===== src/rtl/ins_seq_pkg.sv =====
// Shared state encoding and default parameters for the instruction sequencer.
package ins_seq_pkg;

  typedef enum logic [1:0] {S_IDLE, S_PRIME, S_RUN, S_DONE} seq_state_t;

  localparam int DEF_INS_W    = 16;
  localparam int DEF_DEPTH    = 32;
  localparam int DEF_HOLD     = 10;
  localparam int DEF_PRIME    = 2;
  localparam int DEF_ACK_MODE = 0;

endpackage


===== src/rtl/ins_mem.sv =====
// Program memory: synchronous write, combinational read, no reset on contents.
// Zero read latency; the sequencer registers read data into its ins output.
module ins_mem #(
  parameter int INS_W = 16,
  parameter int DEPTH = 32,
  parameter int PA_W  = $clog2(DEPTH)
) (
  input  logic             clk,
  input  logic             we,
  input  logic [PA_W-1:0]  waddr,
  input  logic [INS_W-1:0] wdata,
  input  logic [PA_W-1:0]  raddr,
  output logic [INS_W-1:0] rdata
);

  logic [INS_W-1:0] mem [DEPTH];

  always_ff @(posedge clk) begin
    if (we) mem[waddr] <= wdata;
  end

  assign rdata = mem[raddr];

endmodule


===== src/rtl/ins_sequencer.sv =====
// Replays stored instructions into the CPU: PRIME cycles of en_in, then each word held HOLD cycles
// or until en_ram_in (ACK_MODE=1); ins/pc update one cycle after the advance condition.
module ins_sequencer
  import ins_seq_pkg::*;
#(
  parameter int INS_W    = DEF_INS_W,
  parameter int DEPTH    = DEF_DEPTH,
  parameter int PA_W     = $clog2(DEPTH),
  parameter int HOLD     = DEF_HOLD,
  parameter int PRIME    = DEF_PRIME,
  parameter int ACK_MODE = DEF_ACK_MODE
) (
  input  logic             clk,
  input  logic             rst,
  input  logic             wr_en,
  input  logic [PA_W-1:0]  wr_addr,
  input  logic [INS_W-1:0] wr_data,
  input  logic [PA_W:0]    prog_len,
  input  logic             start,
  input  logic             loop,
  input  logic             stop,
  input  logic             en_ram_in,
  output logic             en_in,
  output logic             en_ram_out,
  output logic [INS_W-1:0] ins,
  output logic [PA_W-1:0]  pc,
  output logic             busy,
  output logic             done
);

  localparam int HW_W = $clog2(HOLD + 1);
  localparam int PR_W = $clog2(PRIME + 1);
  localparam logic [HW_W-1:0] HOLD_LAST  = HW_W'(HOLD - 1);
  localparam logic [PR_W-1:0] PRIME_LAST = PR_W'(PRIME - 1);
  localparam logic [PA_W:0]   LEN_ONE    = (PA_W + 1)'(1);
  localparam logic [PA_W:0]   LEN_MAX    = (PA_W + 1)'(DEPTH);

  seq_state_t       state, state_nxt;
  logic [HW_W-1:0]  hold_cnt;
  logic [PR_W-1:0]  prime_cnt;
  logic [PA_W:0]    len;
  logic             loop_q;
  logic [PA_W-1:0]  rd_addr;
  logic [INS_W-1:0] rd_data;
  logic             advance, last, prime_end;

  ins_mem #(.INS_W(INS_W), .DEPTH(DEPTH), .PA_W(PA_W)) u_mem (
    .clk   (clk),
    .we    (wr_en && (state == S_IDLE)),
    .waddr (wr_addr),
    .wdata (wr_data),
    .raddr (rd_addr),
    .rdata (rd_data)
  );

  always_ff @(posedge clk) begin
    if (rst) state <= S_IDLE;
    else     state <= state_nxt;
  end

  always_comb begin
    state_nxt  = state;
    en_in      = 1'b0;
    en_ram_out = 1'b0;
    busy       = 1'b0;
    done       = 1'b0;
    advance    = 1'b0;
    rd_addr    = '0;
    last       = ({1'b0, pc} == (len - LEN_ONE));
    prime_end  = (prime_cnt == PRIME_LAST);
    case (state)
      S_IDLE: begin
        if (start) state_nxt = (prog_len == '0) ? S_DONE : S_PRIME;
      end
      S_PRIME: begin
        en_in = 1'b1;
        busy  = 1'b1;
        if (stop)           state_nxt = S_IDLE;
        else if (prime_end) state_nxt = S_RUN;
      end
      S_RUN: begin
        en_in      = 1'b1;
        en_ram_out = 1'b1;
        busy       = 1'b1;
        advance    = (ACK_MODE != 0) ? en_ram_in : (hold_cnt == HOLD_LAST);
        // Wrap and exit both read address 0, so only a mid-program step needs pc+1.
        rd_addr    = last ? '0 : pc + PA_W'(1);
        if (stop)                            state_nxt = S_IDLE;
        else if (advance && last && !loop_q) state_nxt = S_DONE;
      end
      S_DONE: begin
        done      = 1'b1;
        state_nxt = S_IDLE;
      end
      default: state_nxt = S_IDLE;
    endcase
  end

  always_ff @(posedge clk) begin
    if (rst) begin
      hold_cnt  <= '0;
      prime_cnt <= '0;
      len       <= '0;
      loop_q    <= 1'b0;
      ins       <= '0;
      pc        <= '0;
    end else begin
      case (state)
        S_IDLE: begin
          if (start && (prog_len != '0)) begin
            len       <= (prog_len > LEN_MAX) ? LEN_MAX : prog_len;
            loop_q    <= loop;
            prime_cnt <= '0;
            hold_cnt  <= '0;
          end
        end
        S_PRIME: begin
          if (stop) begin
            prime_cnt <= '0;
          end else if (prime_end) begin
            ins       <= rd_data;
            pc        <= '0;
            prime_cnt <= '0;
            hold_cnt  <= '0;
          end else begin
            prime_cnt <= prime_cnt + PR_W'(1);
          end
        end
        S_RUN: begin
          if (stop) begin
            ins      <= '0;
            pc       <= '0;
            hold_cnt <= '0;
          end else if (advance) begin
            hold_cnt <= '0;
            if (last && !loop_q) begin
              ins <= '0;
              pc  <= '0;
            end else begin
              ins <= rd_data;
              pc  <= last ? '0 : pc + PA_W'(1);
            end
          end else if (ACK_MODE == 0) begin
            hold_cnt <= hold_cnt + HW_W'(1);
          end
        end
        default: ;
      endcase
    end
  end

endmodule

===== config.mk =====
export PLATFORM = sky130hd
export DESIGN_NAME = ins_sequencer
export DESIGN_NICKNAME = d
export VERILOG_FILES = /design/src/rtl/ins_seq_pkg.sv /design/src/rtl/ins_mem.sv /design/src/rtl/ins_sequencer.sv
export SDC_FILE = /design/constraint.sdc
export NUM_CORES = 1
export LEC_CHECK = 0
export ABC_AREA = 1
export ABC_CLOCK_PERIOD_IN_PS = 2900
export CORE_MARGIN = 10
export CORE_UTILIZATION = 45
export CTS_BUF_LIST = sky130_fd_sc_hd__clkbuf_16
export DETAILED_ROUTE_END_ITERATION = 7
export GPL_TIMING_DRIVEN = 1
export PLACE_DENSITY_LB_ADDON = 0.1
export SLEW_MARGIN = 20
export SYNTH_ARGS = -nofsm -noshare
export SYNTH_HDL_FRONTEND = slang
export SYNTH_SLANG_ARGS = --single-unit

===== constraint.sdc =====
create_clock -name clk -period 2.9 [get_ports clk]
set_input_delay 0.29 -clock clk [delete_from_list [all_inputs] [get_ports clk]]
set_output_delay 0.29 -clock clk [all_outputs]
set_load 0.005 [all_outputs]

# --- Yosys cells after proc, flatten, opt, wreduce, memory -nomap -nowiden ---
# Memory sizes are Yosys's and may differ from the RTL's.
# Cells that the tools add are included.
op_classes:
  addsub: 4
  magnitude_cmp: 1
  n_eq_ne: 13
  mux: 38
  reduce_logical: 18
op_table:
  columns: ["operator", "count"]
  rows:
  - ["$mux 16", 5]
  - ["$mux 5", 7]
  - ["$pmux 16 s2", 1]
  - ["$mux 4", 5]
  - ["$mux 2", 9]
  - ["$pmux 4 s3", 1]
  - ["$pmux 5 s2", 1]
  - ["$ne 3x3->1 const B", 3]
  - ["$pmux 2 s4", 1]
  - ["$reduce_and 4->1", 2]
  - ["$eq 5x6->1", 1]
  - ["$gt 6x6->1 const B", 1]
  - ["$logic_not 6->1", 1]
  - ["$mux 1", 6]
  - ["$mux 6", 1]
  - ["$ne 2x2->1 const B", 3]
  - ["$reduce_bool 6->1", 1]
  - ["$sub 6x1->6 const B", 1]
  - ["$add 5x1->5 const B", 1]
  - ["$logic_and 1x1->1", 5]
  - ["$add 4x1->4 const B", 1]
  - ["$eq 2x1->1 const B", 2]
  - ["$eq 2x2->1 const B", 2]
  - ["$eq 4x4->1 const B", 1]
  - ["10 further kinds", 12]
word_totals:
  ff_bits: 36
  ram_bits: 512
  out_inout_bits: 25
  elab_cells: 82
  mem_count: 1
memory_table:
  columns: ["name", "words", "width", "read_ports", "rd_ports_with_merged_regs", "write_ports", "line", "source"]
  rows:
  - ["u_mem.mem", 32, 16, 1, 0, 1, "ins_mem.sv:16", "logic [INS_W-1:0] mem [DEPTH];"]

# --- Depth between registers and ports, before layout ---
# An unclocked memory read counts as a cell.
depth:
  depth_word: 9
  mapped_depth: 23
  depth_no_buf: 20

# --- Modules after synthesis ---
# Synthesis repeated with hierarchy kept, for this count alone.
unflattened:
  hier_cells: 2048
  area_unflattened_um2: 22875.7
modules_own_cells:
  columns: ["mod", "n_inst", "cells_per_inst", "area_each_um2", "seq_area_each_um2"]
  rows:
  - ["ins_mem", 1, 1778, 20981.4, 15374.7]
  - ["ins_sequencer", 1, 270, 1894.3, 720.7]

# --- Least setup slack after synthesis ---
# OpenSTA, ideal clock, no wires.
synth_path:
  kind: "flip-flop to flip-flop"
  start: "register len[0]"
  end: "register ins[3]"
  setup_time_ns: 0.132
  t_arrival_ns: 2.148
  required_ns: 2.768
  path_slack_ns: 0.620
  stages_incl_launch_ff: 19
  n_path_buf: 3
  synth_period_minus_slack_ns: 2.280
  cell_sequence: "dfxtp_1 > inv_2 > ha_1 > xnor2_1 > nor2_1 > nand2_1 > nor2_1 > nand2_2 > buf_6 > nand3_2 > buf_2 > buf_2 > nand3_1 > nand3_1 > nand3_1 > nand2_1 > nand2_1 > nand3_1 > a21oi_1"
synth_between:
  elab_chain_cells: 9
  word_cells_on_any_way: 12
  classes_between: "1 x add/sub; 1 x eq/ne; 8 x mux; 1 x reduce/logical; 1 x memory"
synth_lines:
  columns: ["item", "line", "source"]
  rows:
  - ["start, declared", "ins_sequencer.sv:41", "logic [PA_W:0] len;"]
  - ["start signal, assigned", "ins_sequencer.sv:111", "len <= (prog_len > LEN_MAX) ? LEN_MAX : prog_len;"]
  - ["$sub 6x1->6 *", "ins_sequencer.sv:69", "last = ({1'b0, pc} == (len - LEN_ONE));"]
  - ["$eq 5x6->1 *", "ins_sequencer.sv:69", null]
  - ["$mux 5", "ins_sequencer.sv:87", "rd_addr = last ? '0 : pc + PA_W'(1);"]
  - ["$mux 5", "ins_sequencer.sv:71", "case (state)"]
  - ["$mem_v2 32x16", null, null]
  - ["$mux 16", "ins_sequencer.sv:136", "if (last && !loop_q) begin"]
  - ["$mux 16", "ins_sequencer.sv:134", "end else if (advance) begin"]
  - ["$mux 16", "ins_sequencer.sv:130", "if (stop) begin"]
  - ["$pmux 16 s2 *", "ins_sequencer.sv:108", "case (state)"]
  - ["end signal, assigned", "ins_sequencer.sv:121", "ins <= rd_data;"]
  - ["end signal, assigned", "ins_sequencer.sv:140", "ins <= rd_data;"]
  - ["end, declared", "ins_sequencer.sv:25", "output logic [INS_W-1:0] ins,"]
# Mark *: on every way between the ends. The rest lies on a longest branch, timed or not. The select of a mux whose other input is x is not followed.
# A chain may end at the register's enable or synchronous reset.

# --- Worst setup path in the final report ---
layout_path:
  start: "register state[0]"
  end: "output port en_ram_out"
layout_between:
  elab_chain_cells: 2
layout_lines:
  columns: ["item", "line", "source"]
  rows:
  - ["start, declared", "ins_sequencer.sv:38", "seq_state_t state, state_nxt;"]
  - ["start signal, assigned", "ins_sequencer.sv:58", "else state <= state_nxt;"]
  - ["$eq 2x2->1", "ins_sequencer.sv:71", null]
  - ["$mux 1", "ins_sequencer.sv:71", null]
  - ["end, declared", "ins_sequencer.sv:24", "output logic en_ram_out,"]
# Every way passes these cells.

==> out/qor.yml <==
yosys:
  synth_xor_area_frac: 0.00269
  synth.top_cells.by_area: "edfxtp_1 67%, nand3_1 11%, nand2_1 8.0%"
  syn_area_per_cell_um2: 11.5
  synth.distinct_cells: 31
  ys_seq_area_frac: 0.705
  synth_compound_area_frac: 0.0110
  synthMuxAreaShare: 0
  synth_ff_type: "edfxtp_1"
  yosysMostFrequentCell: "nand3_1"
  synth-edff-count: 512
  synth_area_um2: 22800
  syn_nets: 2023
  ys_warn_count: 0
  synth-simple-area-share: 0.238
  synth_top_family_by_area: "simple AND/OR/NAND/NOR gates"
  synth_common_cells: "520 x nand3_1, 512 x edfxtp_1, 484 x nand2_1"
  synth_top_cell_by_area: "edfxtp_1"
  async_flop_share: 0
  syn_inst: 1980
  synth-seq-cells: 548
  synth-adder-area-share: 0.00493
  yosysTopAreaCellShare: 0.674
sta:
  clock.fmax_ghz: 0.359
  slew_headroom: 0.465
  worst_hold_slack_ns: 0.269
  final_max_slew_viol_count: 0
  hold_viol_final: 0
  skew_ns: 0.0214
  fin_crit_sh: 0.960
  tightest_slew_ns: 0.803
  period_needed_ns: 2.78
  setup_viol: 0
  setup_ws_ns: 0.117
critical_path:
  regToRegStartpoint: "len[1]$_SDFFE_PP0P_"
  crit_type: "reg -> out"
  cp-start-kind: "flip-flop"
  critPathRequiredTime_ns: 2.61
  cp_max_fo: 54
  cp-end-kind: "output port"
  r2r-end: "ins[3]$_SDFFE_PP0P_"
  reg2regPathDepth: 20
  arrival_ns: 2.49
  regToRegSetupSlack_ns: 0.16
drt:
  ant_nets: 0
  vias_per_cell: 5.72
  wl_per_cell_um: 23.5
  drtIter0Drc: 1620
  vias: 16100
  drc: 0
  drt_pass1_iterations: 5
  wl_um: 65900
clock_network:
  clockBufferDepth: 3
  h-tree-depth: 2
  clk_pin_slew_ns: 0.06
  cts_tree: "yes"
  cts-root-buf: "clkbuf_16"
  cts_buffers: 58
  cts_sinks: 548
  clkLatencyLatePin_ns: 0.63
power_and_ir_drop:
  peakVddDrop_mv: 0.462
  powerDensity_nw_per_um2: 729
  pwr-share-seq: 0.457
  sw_frac_of_total: 0.279
  switching_power_mw: 5.50
  p_clk_frac: 0.357
  leakagePower_nw: 10.1
  combPwrFrac: 0.186
  intPower_mw: 14.2
run:
  drv_cap: 0
floorplanning:
  pin_count: 59
  num_rows: 82
  die_h_um: 245
  start_util: 0.455
  die-area_um2: 60100
  die_w_um: 245
  coreArea_um2: 50200
min_path:
  hold_depth: 3
  min_to: "loop_q$_SDFFE_PP0P_"
  hp-start: "loop"
  hp-class: "in -> reg"
finish:
  areaGrowthSynthToFinish_pct: 18.4
  n_antenna_cell: 0
  multi_input_area_um2: 6100
  drive_gt1_frac: 0.124
  final_core_util: 0.539
  fin_nets: 2134
  register_area_um2: 16100
  fillerInstances: 4295
global_routing:
  grt_pass1_wl_um: 96800
  globalRouteTotalUtil: 0.210
  grt_pass1_vias: 15500
  grt_max_degree: 90
  grt.overflow.total: 0
  antenna_found_initial: 0
place:
  io_buffers: 57
  pre_cts_slack_ns: -0.127
  hpwl_um: 36600
  gp_congestion: 0.854
status:
  outcome: "finished clean"
-- power by group through the flow --
stage / clock network [mW] / logic, mW / registers [mW]
finish: 7.04 / 3.67 / 9.01
global route: 7.49 / 4.03 / 9.02
CTS: 7.18 / 3.31 / 9.01
detailed placement: 0 / 3.24 / 9.17
global placement: 0 / 3.20 / 9.17
floorplan: 0 / 1.97 / 9.12
-- cells by family after synthesis --
logic type | count (synthesis)
AO/OA/AOI/OAI | 45
XOR/XNOR | 7
adder cells (fa/ha/maj) | 9
buffers and inverters | 183
flip-flops | 548
AND/OR/NAND/NOR | 1188
-- placed cells by master, fill, tap and decap left out, types with 4 or more instances in the layout --
cell and instances:
edfxtp_1 512, xor2_1 4, clkinv_1 12, nand3_1 505
buf_6 9, buf_4 93, nand3_2 16, clkbuf_16 65
buf_12 20, nor2_2 9, nand2_2 11, o21ai_0 7
clkdlybuf4s50_1 57, ha_1 7, buf_16 4, nor2_4 4
dfxtp_1 34, a22oi_1 4, nand2_1 473, nor2_1 48
inv_1 52, clkinv_2 8, inv_2 5, bufinv_16 4
a21oi_1 28, nand4_1 114
-- worst max path at each step --
| stage | startpoint | to | slack (ns) | cells past startpoint |
|---|---|---|---|---|
| after detailed placement | len[1]$_SDFFE_PP0P_ | ins[7]$_SDFFE_PP0P_ | -0.13 | 19 |
| after global routing | len[1]$_SDFFE_PP0P_ | ins[2]$_SDFFE_PP0P_ | -0.008 | 22 |
| after CTS | len[1]$_SDFFE_PP0P_ | ins[10]$_SDFFE_PP0P_ | 0.01 | 18 |
| after global placement | len[1]$_SDFFE_PP0P_ | ins[7]$_SDFFE_PP0P_ | -0.13 | 19 |
| final | state[0]$_SDFFE_PP0P_ | en_ram_out | 0.12 | 4 |
| after floorplan | len[0]$_SDFFE_PP0P_ | ins[3]$_SDFFE_PP0P_ | 0.62 | 18 |
-- layout make-up --
class	instances	area share
inverters	42	0.00629
multi-input cells	1252	0.226
well taps	672	0.0311
clock buffers	59	0.0546
flip-flops and latches	548	0.596
repair buffers	189	0.0751
clock inverters	46	0.0117
-- registers in the layout (all words and copies together) (netlist names) --
register   cells
u_mem.mem    512
loop_q         1
state          2
ins           16
hold_cnt       4
len            6
prime_cnt      2
pc             5
-- worst max-delay path, stage by stage, from the launching register on --
cell	delay [ns]
dfxtp_1	0.34
inv_1	0.15
ha_4	0.27
buf_6	0.49
clkdlybuf4s50_1	0.61
-- stage by stage --
step	std cells	power (mW)	cell area [um^2]	setup TNS, ns
6_report	2808	19.7	27000	0
5_1_grt	2808	20.5	27000	-0.0162
4_1_cts	2788	19.5	26500	0
3_5_place_dp	2680	12.4	24700	-0.766
3_3_place_gp	2680	12.4	24700	-0.693
2_1_floorplan	1980	11.1	22800	0
-- what timing repair did --
action / in CTS / in global routing
hold buffers: 0 / 0
setup buffers: 3 / 11
endpoints found under the setup margin: 12 / 16
gates cloned: 0 / 9
pin swaps: 0 / 7
resized for setup: 6 / 46
-- layer usage --
| layer | vias to the layer above | GRT usage | wire, um |
|---|---|---|---|
| met2 | 589 | 0.329 | 30200 |
| li1 | 7414 | - | - |
| met3 | 109 | 0.0401 | 5070 |
| met4 | 0 | 0.0568 | 1410 |
| met5 | - | 0 | 0 |
| met1 | 7959 | 0.294 | 29200 |
Note: power is estimated with default switching activity, not from simulation.
